### src/rtl/phase_shift_ctrl.sv
// -----------------------------------------------------------------------------
// phase_shift_ctrl
//
// Bang-bang phase detector with a random-walk loop filter. Rising edges of the
// external reference (ref_i) are timed against rising edges of the divider
// output (div_i). Each completed measurement casts a vote (+1 divider lags,
// -1 divider leads, 0 coincident). FILTER_N net votes in one direction
// produce a single-cycle advance/retard pulse back to the divider.
//
// Ports:
//   clk_i            system clock, everything on the rising edge
//   reset_i          synchronous, active-high reset
//   ref_i            reference clock, asynchronous to clk_i
//   div_i            divider output, synchronous to clk_i
//   positiveShift_o  one-cycle pulse: divider lags, advance one count
//   negativeShift_o  one-cycle pulse: divider leads, retard one count
//   phaseErr_o       magnitude of the last completed measurement, in cycles
//   lead_o           sign of the last measurement, 1 = divider led reference
//   errValid_o       one-cycle strobe when phaseErr_o/lead_o are updated
//   lock_o           lock indicator
//
// Build option: define LOCK_DETECT_EN to include the lock counter; without it
// lock_o is tied to 0.
// -----------------------------------------------------------------------------
module phase_shift_ctrl #(
  parameter int FILTER_N   = 4,
  parameter int WAIT_WIDTH = 8,
  parameter int MAX_WAIT   = 200,
  parameter int LOCK_TOL   = 1,
  parameter int LOCK_COUNT = 16
) (
  input  logic                  clk_i,
  input  logic                  reset_i,
  input  logic                  ref_i,
  input  logic                  div_i,
  output logic                  positiveShift_o,
  output logic                  negativeShift_o,
  output logic [WAIT_WIDTH-1:0] phaseErr_o,
  output logic                  lead_o,
  output logic                  errValid_o,
  output logic                  lock_o
);

  typedef enum logic [1:0] {IDLE, WAIT_DIV, WAIT_REF} state_t;

  localparam int ACC_W = $clog2(FILTER_N) + 1;
  localparam logic signed [ACC_W-1:0] ACC_MAX = ACC_W'(FILTER_N - 1);
  localparam logic signed [ACC_W-1:0] ACC_MIN = -ACC_MAX;
  localparam logic signed [ACC_W-1:0] ACC_ONE = ACC_W'(1);
  localparam logic [WAIT_WIDTH-1:0]   CNT_MAX = WAIT_WIDTH'(MAX_WAIT);
  localparam logic [WAIT_WIDTH-1:0]   CNT_ONE = WAIT_WIDTH'(1);

  // Legal ranges of the parameters; an illegal set elaborates this marker.
  if ((FILTER_N < 1) || (MAX_WAIT >= (1 << WAIT_WIDTH)) ||
      (LOCK_COUNT < 1) || (LOCK_TOL < 0)) begin : g_illegalConfig
  end

  logic r_refSync1, r_refSync2, r_refPrev;
  logic r_divDly1, r_divDly2, r_divPrev;
  logic w_refRise, w_divRise;

  state_t                  r_state, w_nextState;
  logic [WAIT_WIDTH-1:0]   r_cnt, w_nextCnt;
  logic                    w_measDone, w_measLead, w_votePos, w_voteNeg;
  logic [WAIT_WIDTH-1:0]   w_measErr;
  logic                    r_votePos, r_voteNeg;
  logic signed [ACC_W-1:0] r_acc;

  // ref_i is resynchronised through two flops; div_i is already in the clk_i
  // domain but gets two plain delay flops so both paths have equal latency.
  always_ff @(posedge clk_i) begin
    if (reset_i) begin
      r_refSync1 <= 1'b0;
      r_refSync2 <= 1'b0;
      r_refPrev  <= 1'b0;
      r_divDly1  <= 1'b0;
      r_divDly2  <= 1'b0;
      r_divPrev  <= 1'b0;
    end else begin
      r_refSync1 <= ref_i;
      r_refSync2 <= r_refSync1;
      r_refPrev  <= r_refSync2;
      r_divDly1  <= div_i;
      r_divDly2  <= r_divDly1;
      r_divPrev  <= r_divDly2;
    end
  end

  assign w_refRise = r_refSync2 & ~r_refPrev;
  assign w_divRise = r_divDly2 & ~r_divPrev;

  // Measurement state and elapsed-cycle counter.
  always_ff @(posedge clk_i) begin
    if (reset_i) begin
      r_state <= IDLE;
      r_cnt   <= '0;
    end else begin
      r_state <= w_nextState;
      r_cnt   <= w_nextCnt;
    end
  end

  // A closing edge always wins over a repeated same-source edge; a repeated
  // edge alone restarts timing from the newer edge.
  always_comb begin
    w_nextState = r_state;
    w_nextCnt   = r_cnt;
    w_measDone  = 1'b0;
    w_measErr   = r_cnt;
    w_measLead  = 1'b0;
    w_votePos   = 1'b0;
    w_voteNeg   = 1'b0;
    case (r_state)
      IDLE: begin
        if (w_refRise && w_divRise) begin
          w_measDone = 1'b1;
          w_measErr  = '0;
        end else if (w_refRise) begin
          w_nextState = WAIT_DIV;
          w_nextCnt   = CNT_ONE;
        end else if (w_divRise) begin
          w_nextState = WAIT_REF;
          w_nextCnt   = CNT_ONE;
        end
      end
      WAIT_DIV: begin
        if (w_divRise) begin
          w_measDone  = 1'b1;
          w_votePos   = 1'b1;
          w_nextState = IDLE;
          w_nextCnt   = '0;
        end else if (w_refRise) begin
          w_nextCnt = CNT_ONE;
        end else if (r_cnt == CNT_MAX) begin
          w_nextState = IDLE;
          w_nextCnt   = '0;
        end else begin
          w_nextCnt = r_cnt + CNT_ONE;
        end
      end
      WAIT_REF: begin
        if (w_refRise) begin
          w_measDone  = 1'b1;
          w_measLead  = 1'b1;
          w_voteNeg   = 1'b1;
          w_nextState = IDLE;
          w_nextCnt   = '0;
        end else if (w_divRise) begin
          w_nextCnt = CNT_ONE;
        end else if (r_cnt == CNT_MAX) begin
          w_nextState = IDLE;
          w_nextCnt   = '0;
        end else begin
          w_nextCnt = r_cnt + CNT_ONE;
        end
      end
      default: begin
        w_nextState = IDLE;
        w_nextCnt   = '0;
      end
    endcase
  end

  // Result registers; the vote is held one cycle so the filter acts after the
  // strobe.
  always_ff @(posedge clk_i) begin
    if (reset_i) begin
      errValid_o <= 1'b0;
      phaseErr_o <= '0;
      lead_o     <= 1'b0;
      r_votePos  <= 1'b0;
      r_voteNeg  <= 1'b0;
    end else begin
      errValid_o <= w_measDone;
      r_votePos  <= w_votePos;
      r_voteNeg  <= w_voteNeg;
      if (w_measDone) begin
        phaseErr_o <= w_measErr;
        lead_o     <= w_measLead;
      end
    end
  end

  // Random-walk filter: a vote arriving at the saturation level emits a pulse
  // and recentres the accumulator instead of moving it further.
  always_ff @(posedge clk_i) begin
    if (reset_i) begin
      r_acc           <= '0;
      positiveShift_o <= 1'b0;
      negativeShift_o <= 1'b0;
    end else begin
      positiveShift_o <= 1'b0;
      negativeShift_o <= 1'b0;
      if (r_votePos) begin
        if (r_acc == ACC_MAX) begin
          positiveShift_o <= 1'b1;
          r_acc           <= '0;
        end else begin
          r_acc <= r_acc + ACC_ONE;
        end
      end else if (r_voteNeg) begin
        if (r_acc == ACC_MIN) begin
          negativeShift_o <= 1'b1;
          r_acc           <= '0;
        end else begin
          r_acc <= r_acc - ACC_ONE;
        end
      end
    end
  end

`ifdef LOCK_DETECT_EN
  localparam int LOCK_W = $clog2(LOCK_COUNT + 1);
  localparam logic [LOCK_W-1:0]     LOCK_MAX = LOCK_W'(LOCK_COUNT);
  localparam logic [LOCK_W-1:0]     LOCK_ONE = LOCK_W'(1);
  localparam logic [WAIT_WIDTH-1:0] TOL      = WAIT_WIDTH'(LOCK_TOL);

  logic [LOCK_W-1:0] r_lockCnt, w_lockCntNext;
  logic              w_timeout;

  // Leaving a wait state without a completed measurement is a timeout.
  assign w_timeout = (r_state != IDLE) && (w_nextState == IDLE) && !w_measDone;

  // Count consecutive in-tolerance measurements, saturating at LOCK_COUNT.
  always_comb begin
    w_lockCntNext = r_lockCnt;
    if (w_measDone) begin
      if (w_measErr <= TOL) begin
        if (r_lockCnt != LOCK_MAX) begin
          w_lockCntNext = r_lockCnt + LOCK_ONE;
        end
      end else begin
        w_lockCntNext = '0;
      end
    end else if (w_timeout) begin
      w_lockCntNext = '0;
    end
  end

  // lock_o is registered alongside errValid_o so both change together.
  always_ff @(posedge clk_i) begin
    if (reset_i) begin
      r_lockCnt <= '0;
      lock_o    <= 1'b0;
    end else begin
      r_lockCnt <= w_lockCntNext;
      lock_o    <= (w_lockCntNext == LOCK_MAX);
    end
  end
`else
  assign lock_o = 1'b0;
`endif

endmodule

### config.mk
export PLATFORM = sky130hd
export DESIGN_NAME = phase_shift_ctrl
export DESIGN_NICKNAME = d
export VERILOG_FILES = /design/src/rtl/phase_shift_ctrl.sv
export SDC_FILE = /design/constraint.sdc
export NUM_CORES = 1
export LEC_CHECK = 0
export CAP_MARGIN = 20
export CORE_MARGIN = 2
export CORE_UTILIZATION = 55
export CTS_BUF_LIST = sky130_fd_sc_hd__clkbuf_8
export DETAILED_ROUTE_END_ITERATION = 10
export PLACE_DENSITY = 0.87
export SLEW_MARGIN = 20
export SYNTH_ARGS = -nofsm -noshare
export SYNTH_HDL_FRONTEND = slang
export SYNTH_SLANG_ARGS = --single-unit
### constraint.sdc
create_clock -name clk_i -period 3.6 [get_ports clk_i]
set_input_delay 0.72 -clock clk_i [delete_from_list [all_inputs] [get_ports clk_i]]
set_output_delay 0.72 -clock clk_i [all_outputs]
set_load 0.005 [all_outputs]
# == Word level (Yosys, flattened, before mapping) ==
# Cells that the tools add are included.
# totals
reg_bits,33
inputBits,4
out_inout_bits,13
# classes
addsub,3
n_eq_ne,9
muxes,31
n_bitwise,7
n_reduce_logical,8
# op_table
cell,count
$mux 8,10
$pmux 8 s3,1
$mux 2,8
$mux 3,4
$ne 3x3->1 const B,3
$add 8x1->8 const B,1
$eq 8x8->1 const B,1
$eq 3x3->1 const B,2
$mux 1,6
$pmux 2 s3,1
$not 1->1,5
$reduce_and 4->1,1
$reduce_or 2->1,2
$add 3x2->3 const B,1
$pmux 1 s3,1
$reduce_or 3->1,1
$sub 3x2->3 const B,1
$and 1x1->1,2
$eq 2x1->1 const B,1
$eq 2x2->1 const B,1
$logic_not 2->1,1
$ne 2x2->1 const B,1
$reduce_and 2->1,1
$reduce_bool 2->1,1
$logic_and 1x1->1,1

# == Logic depth before layout (Yosys ltp) ==
# depth
depth_word,6
depth_mapped,7
ltp_nobuf,7

# == Worst setup path after synthesis ==
# Ideal clock, no wire load.
# synth_path
kind,in2reg
from,in reset_i
to,reg phaseErr_o[0]
setup_ps,117
arrival_time_ps,1389
required_ps,3483
setup_slack_ps,2094
cell_stages,3
n_path_buf,1
cell_sequence,clkbuf_1 nor2_1 a22o_1
# synth_lines
element,line_no,text
"start, declared",33,"input logic reset_i,"
"end signal, assigned",178,phaseErr_o <= w_measErr;
"end, declared",38,"output logic [WAIT_WIDTH-1:0] phaseErr_o,"

==> flow_summary.ini <==
[detailed_routing]
wl_um = 2710
wl_per_cell_um = 14.1
first_iter_violations = 35
drc = 0
dr_total_vias = 1093
first_pass_iters = 4
drtAntennaViolNets = 0
viasPerCell = 5.69

[min_path]
min_path_type = flop to flop

[layout]
area_delta_synth_final_pct = 19.0
final_cell_area_um2 = 1660
fin_nets = 170
mostFrequentLayoutCell = dfxtp_1
multi_input_area_um2 = 691
drive_gt1_frac = 0.0864
nFillCells = 187
antennaDiodeCount = 0
seq_area_um2 = 661
most-common-layout-cells = 33 x dfxtp_1, 20 x nor2_1, 15 x clkdlybuf4s50_1
final_util = 0.681

[global_route]
grt_pass1_wl_um = 4340
grt-ovfl-total = 0
grt_max_degree = 21
antenna_found_initial = 0
grt_usage = 0.213
grt_pass1_vias = 1000

[power]
power_density_nw_per_um2 = 439
ir_worst_vdd_mv = 0.322
power.leakage_nw = 0.613

[run]
drv_cap = 0

[sta]
setup_tns_ps = 0
slew_headroom = 0.553
report.final.slew_viol_count = 0
fin_crit_sh = 0.585
rsz0062_at_grt = false
tightest_slew_ps = 669
max_freq_mhz = 475
fin_ws_ps = 1490
period_needed_ps = 2110
setup-violations-final = 0
fin_skew_ps = 4.74
finalHoldViolations = 0

[clock_tree]
cts-root-buf = clkbuf_8
clk_pin_slew_worst_paths_ps = 60
post-cts-setup-buffers = 0
numCtsBuffers = 5
clk_path_buf_depth = 2
clock_latency_ps = 290
htree_levels = 2
hold_buffers = 0
cts_sinks = 33
tritoncts = yes
postCtsResizedCells = 0

[place]
io_buffer_count = 15
finalWeightedCongestion = 0.803
dp_hpwl_um = 1870
dpl_worst_slack_ps = 1220
place_area_um2 = 1550

[setup_path]
cp-end-kind = flop
cp_slowest_cell = clkdlybuf4s50_1
critical_path.max_fanout = 20
r2r_start = r_cnt[0]
crit_buf_inv = 1
timing.rr.end = r_cnt[6]
cp.required_ps = 3830
critPathMaxStageDelay_ps = 750
critical_path_class = input port to flop
setup.worst_path.start = reset_i
start_kind = input port
path_cells = clkdlybuf4s50_1, nor2_1, a22o_1
reg2reg_slack_ps = 1870
path_delay_family = buffers and inverters
arrival_ps = 2330
cp.depth = 3
reg2reg_depth = 7
endpoint = phaseErr_o[3]

[floorplanning]
fp-row-count = 18
initial_core_util = 0.572
core_um2 = 2430
ios = 17
die_x_um = 54.3
dieArea_um2 = 2950
die_h_um = 54.3

[synth]
synth_edf_count = 0
ys.warnings.count = 0
synth_nets = 153
synth-seq-area-share = 0.475
netlist_area_um2 = 1390
postSynthAreaPerCell_um2 = 9.66
ys_async_sr_fraction = 0
ys.flop_type = dfxtp_1
ys_ff_latch = 33
ys_types = 36
syn-instance-count = 144

[run_status]
outcome = finished clean
==> metal layers <==
metal | global-route usage | routed length, um | up-vias | share of wire
met5 | 0 | 0 | - | 0
met4 | 0.142 | 76 | 0 | 0.028
met3 | 0.0738 | 151 | 11 | 0.056
met2 | 0.345 | 1300 | 35 | 0.48
met1 | 0.234 | 1190 | 513 | 0.44
li1 | - | - | 534 | -
==> metrics by stage <==
step	hold WS, ps	power [mW]	instances
floorplan	414	0.423	144
global placement	421	0.431	184
detailed placement	437	0.433	184
CTS	456	0.733	192
global route	471	0.752	192
finish	447	0.726	192
==> kinds of logic (layout without fill, tap and decap cells) <==
| group | count (synthesis) | count (layout) | share of synthesized area |
|---|---|---|---|
| AND/OR/NAND/NOR | 58 | 58 | 0.219 |
| flip-flops | 33 | 33 | 0.475 |
| AO/OA/AOI/OAI | 30 | 30 | 0.165 |
| buffers and inverters | 9 | 27 | 0.0288 |
| XOR/XNOR | 8 | 8 | 0.0639 |
| adder cells (fa/ha/maj) | 5 | 5 | 0.0450 |
| other | 1 | 1 | 0.00270 |
==> flip-flops by register name, indices dropped and copies added (netlist names) <==
register and cells:
r_refSync2 1, r_refPrev 1, positiveShift_o 1, r_divPrev 1
r_state 2, r_refSync1 1, r_cnt 8, r_divDly2 1
r_voteNeg 1, lead_o 1, r_acc 3, r_divDly1 1
errValid_o 1, r_votePos 1, phaseErr_o 8, negativeShift_o 1
==> Yosys cell counts (2+ instances only) <==
cell	number	area share
ha_1	5	0.045
a22o_1	8	0.050
a221oi_1	2	0.013
clkbuf_1	2	0.0054
nand2b_1	4	0.018
a21oi_1	11	0.040
nand4_1	2	0.0090
nand2_1	5	0.013
nand3_1	5	0.018
a22oi_1	2	0.011
nor2b_1	7	0.031
a21o_1	2	0.011
xnor2_1	6	0.038
dfxtp_1	33	0.47
inv_1	4	0.011
buf_2	2	0.0072
nor2_1	20	0.054
nor3_1	6	0.022
==> final cells by class <==
cell class,instances,area share
multi-input cells,102,0.417
flip-flops and latches,33,0.399
repair buffers,15,0.0907
clock buffers,7,0.0582
well taps,30,0.0227
inverters,4,0.00907
clock inverters,1,0.00302
==> worst reg2reg max path: stages, from the launching register on <==
cell	delay (ps)
dfxtp_1	450
inv_1	150
ha_1	210
and4b_1	170
nand3_1	150
nand4_1	110
a21o_1	280
nor2_1	140
==> how the worst min path moves through the flow <==
| stage | startpoint | endpoint | cells past startpoint |
|---|---|---|---|
| after floorplan | r_divDly1 | r_divDly2 | 1 |
| after global placement | r_refSync1 | r_refSync2 | 1 |
| after detailed placement | r_refSync1 | r_refSync2 | 1 |
| after CTS | r_refSync1 | r_refSync2 | 1 |
| after global routing | r_refSync1 | r_refSync2 | 1 |
| final | r_refSync1 | r_refSync2 | 1 |
==> power breakdown <==
part           switching (mW)  internal [mW]  total, mW  leakage, nW
clock                   0.128          0.172      0.300       0.0542
combinational          0.0271         0.0179     0.0450        0.292
sequential            0.00896          0.372      0.381        0.267
total                   0.164          0.562      0.726        0.613
No activity file was read; power rests on OpenSTA's default activity.
